### src/rtl/delay_pkg.sv
// Shared defaults and the tap-clamping helper for the delay_line block.
package delay_pkg;

    localparam int DELAY_DEFAULT_WIDTH     = 25;
    localparam int DELAY_DEFAULT_MAX_DEPTH = 16;

    typedef logic signed [DELAY_DEFAULT_WIDTH-1:0] sample_t;

    // Requested delay of 0 still means one register; anything past the end reads the last stage.
    function automatic int clamp_delay(input int sel, input int max_depth);
        if (sel < 1)
            return 1;
        else if (sel > max_depth)
            return max_depth;
        return sel;
    endfunction

endpackage

### src/rtl/delay_tap_mux.sv
// Read mux selecting stage[tap-1] from a flattened stage vector; tap is 1-based.
module delay_tap_mux
    import delay_pkg::*;
#(
    parameter int WIDTH     = DELAY_DEFAULT_WIDTH,
    parameter int MAX_DEPTH = DELAY_DEFAULT_MAX_DEPTH,
    parameter int SEL_W     = $clog2(MAX_DEPTH + 1)
) (
    input  logic [MAX_DEPTH*WIDTH-1:0] stages,
    input  logic [SEL_W-1:0]           tap,
    output logic [WIDTH-1:0]           data
);

    always_comb begin
        data = '0;
        for (int i = 0; i < MAX_DEPTH; i++) begin
            if (tap == SEL_W'(i + 1))
                data = stages[i*WIDTH +: WIDTH];
        end
    end

endmodule

### src/rtl/delay_line.sv
// Signed delay line with runtime tap select, clock enable, flush and priming flag.
// Optional parallel valid storage is enabled with DELAY_LINE_VALID_EN.
module delay_line
    import delay_pkg::*;
#(
    parameter int WIDTH     = DELAY_DEFAULT_WIDTH,
    parameter int MAX_DEPTH = DELAY_DEFAULT_MAX_DEPTH,
    parameter int SEL_W     = $clog2(MAX_DEPTH + 1)
) (
    input  logic             clk,
    input  logic             reset,
    input  logic             ce,
    input  logic             flush,
    input  logic [SEL_W-1:0] delay_sel,
    input  logic [WIDTH-1:0] data_in,
    input  logic             in_valid,
    output logic [WIDTH-1:0] data_out,
    output logic             out_valid,
    output logic             primed
);

    localparam logic [SEL_W-1:0] FILL_MAX = SEL_W'(MAX_DEPTH);

    logic [MAX_DEPTH-1:0][WIDTH-1:0] stage;
    logic [SEL_W-1:0]                d_eff;
    logic [SEL_W-1:0]                tap_q;
    logic [SEL_W-1:0]                fill;
    logic                            tap_chg;

    assign d_eff   = SEL_W'(clamp_delay(int'(delay_sel), MAX_DEPTH));
    assign tap_chg = (d_eff != tap_q);
    assign primed  = (fill >= d_eff);

    always_ff @(posedge clk or posedge reset) begin
        if (reset)
            stage <= '0;
        else if (flush)
            stage <= '0;
        else if (ce)
            stage <= {stage[MAX_DEPTH-2:0], data_in};
    end

    // A tap change restarts priming but keeps the stored samples.
    always_ff @(posedge clk or posedge reset) begin
        if (reset) begin
            tap_q <= SEL_W'(1);
            fill  <= '0;
        end else begin
            tap_q <= d_eff;
            if (flush || tap_chg)
                fill <= '0;
            else if (ce && fill != FILL_MAX)
                fill <= fill + SEL_W'(1);
        end
    end

    delay_tap_mux #(
        .WIDTH     (WIDTH),
        .MAX_DEPTH (MAX_DEPTH),
        .SEL_W     (SEL_W)
    ) u_data_mux (
        .stages (stage),
        .tap    (d_eff),
        .data   (data_out)
    );

`ifdef DELAY_LINE_VALID_EN
    logic [MAX_DEPTH-1:0] vstage;
    logic                 vtap;

    always_ff @(posedge clk or posedge reset) begin
        if (reset)
            vstage <= '0;
        else if (flush)
            vstage <= '0;
        else if (ce)
            vstage <= {vstage[MAX_DEPTH-2:0], in_valid};
    end

    delay_tap_mux #(
        .WIDTH     (1),
        .MAX_DEPTH (MAX_DEPTH),
        .SEL_W     (SEL_W)
    ) u_valid_mux (
        .stages (vstage),
        .tap    (d_eff),
        .data   (vtap)
    );

    assign out_valid = vtap & primed;
`else
    logic unused_in_valid;
    assign unused_in_valid = in_valid;
    assign out_valid       = primed;
`endif

endmodule

### config.mk
export PLATFORM = sky130hd
export DESIGN_NAME = delay_line
export DESIGN_NICKNAME = d
export VERILOG_FILES = /design/src/rtl/delay_pkg.sv /design/src/rtl/delay_tap_mux.sv /design/src/rtl/delay_line.sv
export SDC_FILE = /design/constraint.sdc
export NUM_CORES = 1
export LEC_CHECK = 0
export ABC_AREA = 1
export BUFFER_PORTS_ARGS = -buffer_cell sky130_fd_sc_hd__buf_4
export CORE_ASPECT_RATIO = 0.9
export CORE_MARGIN = 1.5
export CORE_UTILIZATION = 40
export DETAILED_ROUTE_END_ITERATION = 8
export PLACE_DENSITY = 0.53
export SLEW_MARGIN = 0
export SYNTH_ARGS = -nofsm -noshare
export SYNTH_HDL_FRONTEND = slang
export SYNTH_SLANG_ARGS = --single-unit
### constraint.sdc
create_clock -name clk -period 17.3 [get_ports clk]
set_clock_uncertainty 0.1 [all_clocks]
set_input_delay 0.865 -clock clk [delete_from_list [all_inputs] [get_ports clk]]
set_output_delay 0.865 -clock clk [all_outputs]
set_load 0.01 [all_outputs]
==> impl_metrics.tcl <==
set metrics [dict create \
    status "finished, final reports clean" \
    drive_above_1_share_pct 7.860 \
    worst_pin_slew_ns 1.228 \
    final_nets 2297 \
    grt_pass1_vias 16120 \
    final.setup.tns_ns 0 \
    use_met2_pct 39.87 \
    clk_latency_ns 0.59 \
    wirelength_um 56360 \
    critPathLaunchType "input pin" \
    io_pins 62 \
    clock-sinks 410 \
    arrival_ns 4.61 \
    max_cap_viol_count 0 \
    drt_iter0_drc 1363 \
    cp.required_ns 16.33 \
    synth_nets 2333 \
    dieArea_um2 48730 \
    reg2regPathDepth 8 \
    gp_congestion 0.7625 \
    drtAntennaViolNets 0 \
    hold_class "input pin to asynchronous set/reset pin" \
    drc 0 \
    htree_num_levels 2 \
    path_class "input pin to primary output" \
    cts-buffers-inserted 46 \
    ctsResizeCount 0 \
    grtUsageMet3_pct 2.867 \
    vias_per_cell 5.472 \
    hold_buffers 0 \
    critical_path.endpoint_type "primary output" \
    cp-endpoint "data_out[6]" \
    p_per_area_nw_per_um2 99.52 \
    r2r_start "fill[0]" \
    drv_slew 0 \
    setup_viol 0 \
    grt_util_met1_pct 32.43 \
    post_cts_buffers 0 \
    synth_area_um2 18960 \
    yosys-top-cells-count "606 x nand2_1, 409 x dfrtp_1, 240 x inv_1, 228 x nand3_1, 148 x o21ai_0" \
    synth_top_area_share_pct 53.97 \
    clockRootBuffer "clkbuf_16" \
    setup.worst_path.start "delay_sel[4]" \
    min_period_ns 5.576 \
    post-dp-hpwl_um 30970 \
    globalRoute.busiestLayer "met2" \
    synth_edf_count 0 \
    path_max_fanout 34 \
    via_count 15900 \
    overflow 0 \
    areaGrowthSynthToFinish_pct 12.15 \
    finalHoldViolCount 0 \
    stdcell_count 2906 \
    grt_start_max_net_pins 186 \
    r2r_end "fill[4]" \
    post-place-ws_ns 11.62 \
    synth_cell_type_count 35 \
    cts_tree "built" \
    fmax_ghz 0.1793 \
    reg2reg_setup_slack_ns 15.52 \
    p_leak_uw 0.009458 \
    post_drt_wl_per_cell_um 19.39 \
    start_util_pct 40.58 \
    final.setup.worst_slack_ns 11.72 \
    io_buffers 60 \
    fillers 4564 \
    numPlacedInstances 2823 \
    yosys.area.top_type "dfrtp_1" \
    synth.area.top_cells "dfrtp_1 54%, nand2_1 12%, nand3_1 6.0%, inv_1 4.8%, o22ai_1 3.9%" \
    grt_pass1_wl_um 91160 \
    diodes 0 \
    slew_headroom_pct 18.11 \
    postSynthCellCount 2291 \
    clockBufferDepth 3 \
    clk_pin_slew_worst_paths_ns 0.06 \
    ys_seq_elements 410 \
    num_rows 75 \
    ys.flop_type "dfrtp_1" \
    grt_usage_pct 23.80 \
    async_reset_ff_share_pct 100.0 \
    fin_crit_sh_pct 32.23 \
    fp.dieW_um 232.5 \
    synth_area_per_cell_um2 8.278 \
    yosysWarnings 0 \
    die_h_um 209.6 \
    drtPass1Iterations 5 \
    core_area_um2 46730 \
    rsz0062_at_grt "false" \
    antenna_found_initial 1 \
    ys_seq_area_share_pct 54.11 \
    irDropWorstVdd_uv 65.77 \
    yosysMostFrequentCell "nand2_1" \
]
-- layer usage --
metal	part of all wire, %	vias to the layer above
met2	48	373
li1	-	7510
met3	4.8	84
met4	2.3	0
met1	45	7936
met5	0	-
-- worst min-delay path by stage --
stage / startpoint / end / slack, ns / cells after the start
final: reset / stage[279] / 0.34 / 2
after global routing: stage[380] / stage[380] / 0.40 / 2
after CTS: stage[308] / stage[308] / 0.39 / 2
after detailed placement: stage[308] / stage[308] / 0.37 / 2
after global placement: stage[305] / stage[305] / 0.37 / 2
after floorplan: stage[300] / stage[300] / 0.35 / 2
-- state kept, by name (all words and copies together), names as in the netlist --
signal	cells
tap_q	5
fill	5
stage	400
-- per-stage QoR --
stage	power (µW)	area (µm²)	utilization, %	hold WS (ns)
global placement	1120	19720	42.20	0.3670
finish	2117	21270	45.51	0.3373
global route	2189	21270	45.51	0.4047
detailed placement	1121	19720	42.20	0.3728
floorplan	1070	18960	-	0.3530
CTS	2142	21270	45.51	0.3864
-- worst max-delay path, stage by stage --
cell,delay (ns)
buf_4,0.30
nor2_4,0.75
nand2_2,0.15
nand2_4,0.44
nand2_4,0.15
nor2_1,0.51
inv_1,0.65
o21ai_0,0.35
inv_1,0.06
nand3_1,0.10
nand2_1,0.07
nand3_1,0.07
buf_4,0.12
-- cell families (layout without fill, tap and decap cells) --
group           Yosys count  count (layout)  share of synthesized area [%]
simple gates           1093            1093                          24.99
compound gates          363             363                          11.57
xor+xnor                  8               8                         0.3695
fa+ha+maj                 7               7                         0.4618
buf+inv                 410             409                          8.504
flops                   410             410                          54.11
-- cells in the final DEF (no fill, tap or decap), types with 2 or more instances in the layout --
cell,count
nand2_1,605
dfrtp_1,409
inv_1,237
nand3_1,228
o21ai_0,148
nor2_1,133
o22ai_1,119
buf_4,80
nand4_1,78
o31ai_1,67
clkbuf_16,49
nor3_1,27
o211ai_1,21
clkbuf_1,13
clkinv_2,9
clkbuf_8,8
ha_1,7
xor2_1,6
a21oi_1,5
nand2_4,4
nor2_4,4
bufinv_16,4
inv_2,3
nor2_2,3
nor3_4,3
inv_6,2
nand2_2,2
o21bai_1,2
xnor2_1,2
nor4_1,2
-- cell type report --
type                    count  area, µm²  share of cell area [%]
well taps                 616      770.7                   3.624
clock buffers              70       1385                   6.512
flip-flops and latches    410      10260                   48.24
repair buffers             82      631.9                   2.971
inverters                 244      933.4                   4.389
clock inverters            13      165.2                  0.7765
multi-input cells        1471       7122                   33.48
-- power by group --
group          internal (µW)  total [µW]  switching, µW
clock network            609        1010            405
logic                   23.8         132            108
registers                967         970           3.56
Note: power is estimated with default switching activity, not from simulation.
